<file path="src/rtl/stream_fifo.sv">
// Synchronous ready/valid FIFO with registered flow-control outputs and no fall-through.
// Occupancy is tracked in an explicit counter so full/empty never depend on pointer compares.
module stream_fifo #(
    parameter int unsigned DATA_WIDTH = 32,
    parameter int unsigned DEPTH      = 4
) (
    input  logic                     clk,
    input  logic                     rst_n,
    input  logic [DATA_WIDTH-1:0]    in_data,
    input  logic                     in_valid,
    output logic                     in_ready,
    output logic [DATA_WIDTH-1:0]    out_data,
    output logic                     out_valid,
    input  logic                     out_ready,
    output logic [$clog2(DEPTH):0]   count,
    output logic                     full,
    output logic                     empty
);

    localparam int unsigned PtrW = $clog2(DEPTH);
    localparam int unsigned CntW = PtrW + 1;

    logic [DATA_WIDTH-1:0] mem_q [DEPTH];
    logic [PtrW-1:0]       wr_ptr_q, wr_ptr_d;
    logic [PtrW-1:0]       rd_ptr_q, rd_ptr_d;
    logic [CntW-1:0]       count_q, count_d;
    logic                  push, pop;

    // Flow control depends only on the occupancy register.
    assign full      = (count_q == CntW'(DEPTH));
    assign empty     = (count_q == '0);
    assign in_ready  = !full;
    assign out_valid = !empty;
    assign out_data  = mem_q[rd_ptr_q];
    assign count     = count_q;

    assign push = in_valid && in_ready;
    assign pop  = out_valid && out_ready;

    always_comb begin
        wr_ptr_d = wr_ptr_q;
        rd_ptr_d = rd_ptr_q;
        count_d  = count_q;
        if (push) begin
            wr_ptr_d = wr_ptr_q + PtrW'(1);
        end
        if (pop) begin
            rd_ptr_d = rd_ptr_q + PtrW'(1);
        end
        unique case ({push, pop})
            2'b10:   count_d = count_q + CntW'(1);
            2'b01:   count_d = count_q - CntW'(1);
            default: count_d = count_q;
        endcase
    end

    always_ff @(posedge clk or negedge rst_n) begin
        if (!rst_n) begin
            wr_ptr_q <= '0;
            rd_ptr_q <= '0;
            count_q  <= '0;
        end else begin
            wr_ptr_q <= wr_ptr_d;
            rd_ptr_q <= rd_ptr_d;
            count_q  <= count_d;
        end
    end

    // Storage is intentionally left unreset; contents are only observed behind out_valid.
    always_ff @(posedge clk) begin
        if (push) begin
            mem_q[wr_ptr_q] <= in_data;
        end
    end

endmodule

</file>
<file path="config.mk">
export PLATFORM = sky130hd
export DESIGN_NAME = stream_fifo
export DESIGN_NICKNAME = d
export VERILOG_FILES = /design/src/rtl/stream_fifo.sv
export SDC_FILE = /design/constraint.sdc
export NUM_CORES = 1
export LEC_CHECK = 0
export CAP_MARGIN = 20
export CORE_ASPECT_RATIO = 2
export CORE_MARGIN = 2
export CORE_UTILIZATION = 50
export CTS_CLUSTER_DIAMETER = 50
export DETAILED_ROUTE_END_ITERATION = 10
export GPL_TIMING_DRIVEN = 1
export HOLD_SLACK_MARGIN = 0.15
export PLACE_DENSITY = 0.74
export SLEW_MARGIN = 5
export SYNTH_ARGS = -nofsm -noshare
export SYNTH_HDL_FRONTEND = slang
export SYNTH_SLANG_ARGS = --single-unit
</file>
<file path="constraint.sdc">
create_clock -name clk -period 2.26 [get_ports clk]
set_clock_uncertainty 0.15 [all_clocks]
set_input_delay 0.452 -clock clk [delete_from_list [all_inputs] [get_ports clk]]
set_output_delay 0.452 -clock clk [all_outputs]
set_load 0.02 [all_outputs]
</file>
After elaboration in Yosys (flattened, before gate mapping)
Memories as Yosys holds them, arrays and structs flattened.
Index checks and enable logic that the tools add are counted.
Widths: inputs -> output; s select.
- word-level logic and storage cells: 20
- bits of input ports: 36
- memories: 1
- flip-flop bits (word level): 7
- RAM bits: 128
- output and inout port bits: 39
- reduce and logical (&&, ||, !) cells: 6
- muxes and demuxes: 3
- add/subtract/negate cells: 4
- equal/unequal tests: 3
- memories (name ; depth ; width ; rd ports ; clocked after memory_dff ; write ports ; line ; RTL):
    mem_q ; 4 ; 32 ; 1 ; 0 ; 1 ; 23 ; logic [DATA_WIDTH-1:0] mem_q [DEPTH];
- operator list (kind ; count):
    $pmux 3 s2 ; 1
    $add 2x1->2 const B ; 2
    $add 3x1->3 const B ; 1
    $eq 3x3->1 const B ; 1
    $logic_not 3->1 ; 1
    $sub 3x1->3 const B ; 1
    $eq 2x1->1 const B ; 1
    $eq 2x2->1 const B ; 1
    $logic_and 1x1->1 ; 2
    $logic_not 1->1 ; 2
    $mux 1 ; 2
    $reduce_bool 2->1 ; 1

Depth between registers and ports, before layout
- depth after elaboration: 5
- gate-level depth with buffers: 11
- mapped depth without buffers: 11

Worst setup path after synthesis
Ideal clock, no wire load.
- path kind: reg-to-reg
- from: register count_q[0], in the netlist count[0]
- to: memory mem_q[0][0] (enable)
- cell stages (with the launch flop): 6
- slack: -216 ps
- library setup time: 392 ps
- data required time: 1718 ps
- period minus slack after synthesis: 2476 ps
- path buffers: 0
- data arrival time: 1933 ps
- cells stage by stage: dfrtp_1 > inv_1 > nand3_2 > inv_1 > nor2b_4 > and2_1
- word-level cells in the longest chain between the ends: 5
- ends and longest elaborated chain (what ; line ; RTL):
    start: declaration ; 26 ; logic [CntW-1:0] count_q, count_d;
    start signal: assignment ; 65 ; count_q <= count_d;
    $eq 3x3->1 ; 30 ; assign full = (count_q == CntW'(DEPTH));
    $logic_not 1->1 ; 32 ; assign in_ready = !full;
    named net in_ready ; 11 ; output logic in_ready,
    $logic_and 1x1->1 ; 37 ; assign push = in_valid && in_ready;
    $mux 1 ; 71 ; if (push) begin
    $mux 1 (implied by the code) ; 72 ; mem_q[wr_ptr_q] <= in_data;
    end: declaration ; 23 ;
The timed path passes the listed nets, and every way through them passes these cells.

Worst setup path after layout
- from: register rd_ptr_q[0]
- to: output port out_data[0]
- word-level cells in the longest chain between the ends: 1
- ends and longest elaborated chain (what ; line ; RTL):
    start: declaration ; 25 ; logic [PtrW-1:0] rd_ptr_q, rd_ptr_d;
    start signal: assignment ; 64 ; rd_ptr_q <= rd_ptr_d;
    $mem_v2 4x32 ; n/a ;
    end: declaration ; 12 ; output logic [DATA_WIDTH-1:0] out_data,
No other way between the ends.

==> summary.txt <==
Mapped Avg Cell Area = 24.6 sq um
Drt wl/cell = 19.7 um
Ys async rst share = 5.19%
Startpoint types = flop
PwrDens = 1450 mW/mm^2
Cell variety after synth = 22
Clock buffer depth = 2
Worst slew margin = 74.5%
Fillers = 665
Minimum clock period = 2.42 ns
Leakage = 2.41 nW
Commonest non-fill, non-tap cell in the layout = edfxtp_1
Max-Cap Viols = 0
Proportion of synthesized chip area in sequential cells = 78.8%
CTS buffer count = 17
Setup TNS = -2.61 ns
Post-Syn Area = 0.00510 sq mm
All-Layer GR Usage = 18.6%
HP Class = input pin to async pin
Die Ht = 147 um
Nets@finish = 357
Residual DRC count = 0
Largest family of logic cells by synthesized area = multiplexers
Share of cells above drive strength 1 = 38.4%
Syn_nets = 249
Root buf cell = clkbuf_16
Number of synthesized flops with an enable pin = 128
Status = complete, but fails checks
Count of final setup violators = 32
Final worst slack = -0.157 ns
Max Slew Vio Count = 0
Ys Warns = 0
Mux cell area share after synthesis = 14.8%
RSZ-0062 raised after global routing = true
Clock Sinks = 135
Worst-skew pair later-pin latency = 0.41 ns
Ports = 75
Top_reg_cell synth = edfxtp_1
Synth Area in Adders = 1.62%
Final worst-path cycle share = 107%
Slew @ Worst Pin = 0.381 ns
Commonest cells after routing, fill and taps aside = edfxtp_1, clkdlybuf4s50_1, mux4_2
Num rows = 52
First-pass GRT wire length = 14,300 um
Total gr overflow = 0
Cells after DPL = 426
Cells after Synth = 207
CTS H-tree depth = 4
DRT Pass-1 Iters = 6
Fin. Hold Viols = 0
Compound-Gate Fraction of Synth Area = 0.172%
Area grow syn2layout = 34.4%
Final Non-Filler Cells = 463
Max frequency = 414 MHz
Required time worst endpoint = 1.66 ns
Min Hold Slack = 0.174 ns
Vias = 2,392
Routed wire length = 9110 um
# port buffers = 74
Via count of the first global-routing pass = 2,631
Peak supply drop = 0.000957 V
Vias per cell = 5.17
Full die area = 0.0111 sq mm
Die width = 75.4 um
Synth Register Bits = 135
WS Path Type = flop to output port
Largest net degree at the start of global routing = 24
Initial core utilization = 50.9%
Antenna cells = 0
Worst-path clk slew = 0.06 ns
Arrival time worst endpoint = 1.81 ns
Core ar. = 0.0100 sq mm
Sequential cell area = 0.00402 sq mm
Antenna violations before repair = 0
Area of the multi-input gates = 957 sq um
Worst setup EP type = output port
HPWL after DPL = 5800 um
Synth Area in Simple Gates = 1.23%
Routed Antenna Nets = 0
XOR/XNOR share of the synthesized area = 1.03%
Routability-driven placement congestion ratio = 0.680
CP max FO = 7
DRT iter0 DRCs = 173
Failing checks = setup timing
CTS tree = done
-- repair_timing --
item / 4_1_cts / 5_1_grt
gates resized for setup: 163 / 26
cloned: 1 / 0
hold buffers: 0 / 0
setup buffers: 4 / 2
setup endpoints to repair: 36 / 33
-- cells by family (layout without fill, tap and decap cells) --
logic type	Yosys count	after routing
AO/OA/AOI/OAI	1	1
XOR/XNOR	6	6
adder cells (fa/ha/maj)	6	6
buffers and inverters	16	137
flip-flops	135	135
multiplexers	34	34
AND/OR/NAND/NOR	9	9
-- metrics by stage --
step	util [%]	worst slack, ns	total power, mW	instance area [sq um]
6_report	68.4	-0.157	9.92	6860
5_1_grt	68.4	-0.220	10.4	6860
4_1_cts	67.9	-0.178	9.90	6800
3_5_place_dp	61.9	-0.0905	7.05	6200
3_3_place_gp	61.9	-0.0911	6.99	6200
2_1_floorplan	-	0.00842	5.53	5110
-- cell type report --
type	count	share of cell area (%)
Sequential cell	135	58.6
Tap cell	135	2.46
Clock buffer	17	6.20
Multi-Input combinational cell	56	14.0
Timing Repair Buffer	97	15.5
Inverter	8	0.438
Clock inverter	15	2.77
-- state kept, by name, summed over array words and instances, names as in the netlist --
| name | count |
|---|---|
| count | 3 |
| mem_q | 128 |
| rd_ptr_q | 2 |
| wr_ptr_q | 2 |
-- Yosys cell counts, types with 3 or more instances --
cell type | n | area, sq um
edfxtp_1 | 128 | 3840
mux4_2 | 28 | 631
inv_1 | 8 | 30.0
dfrtp_1 | 7 | 175
ha_1 | 5 | 62.6
and2_1 | 4 | 25.0
mux4_1 | 4 | 105
buf_12 | 3 | 60.1
buf_2 | 3 | 15.0
xnor2_1 | 3 | 26.3
xor2_1 | 3 | 26.3
-- critical path, cell delays in order, from the launching register on --
cell and delay (ns):
dfrtp_2 0.43, buf_12 0.14, buf_12 0.14, buf_12 0.12, mux4_2 0.43, buf_6 0.15
-- metal layers --
layer	global-route usage (%)	routed length (um)	vias to the layer above
met5	0	0	-
li1	-	-	1080
met4	7.89	125	0
met2	30.7	5240	67
met1	21.7	3340	1238
met3	6.04	407	7
-- power by group --
group | leakage (nW) | internal (mW) | total, mW | switching (mW)
sequential | 1.25 | 3.32 | 3.49 | 0.172
clock | 0.288 | 1.76 | 2.81 | 1.06
combinational | 0.868 | 1.86 | 3.61 | 1.75
total | 2.41 | 6.94 | 9.92 | 2.97
-- final timing paths --
path | start | to | slack [ns] | depth (start not counted)
setup / recovery | rd_ptr_q[0] | out_data[0] | -0.16 | 5
hold / removal | rst_n | count[1] | 0.17 | 1
setup reg to reg | count[1] | count[2] | 0.21 | 11
hold reg to reg | count[0] | count[0] | 0.39 | 1
max in group asynchronous | rst_n | rd_ptr_q[0] | 1.49 | 1
min in group clk | count[0] | count[0] | 0.39 | 1
(Power assumes the default switching activity.)
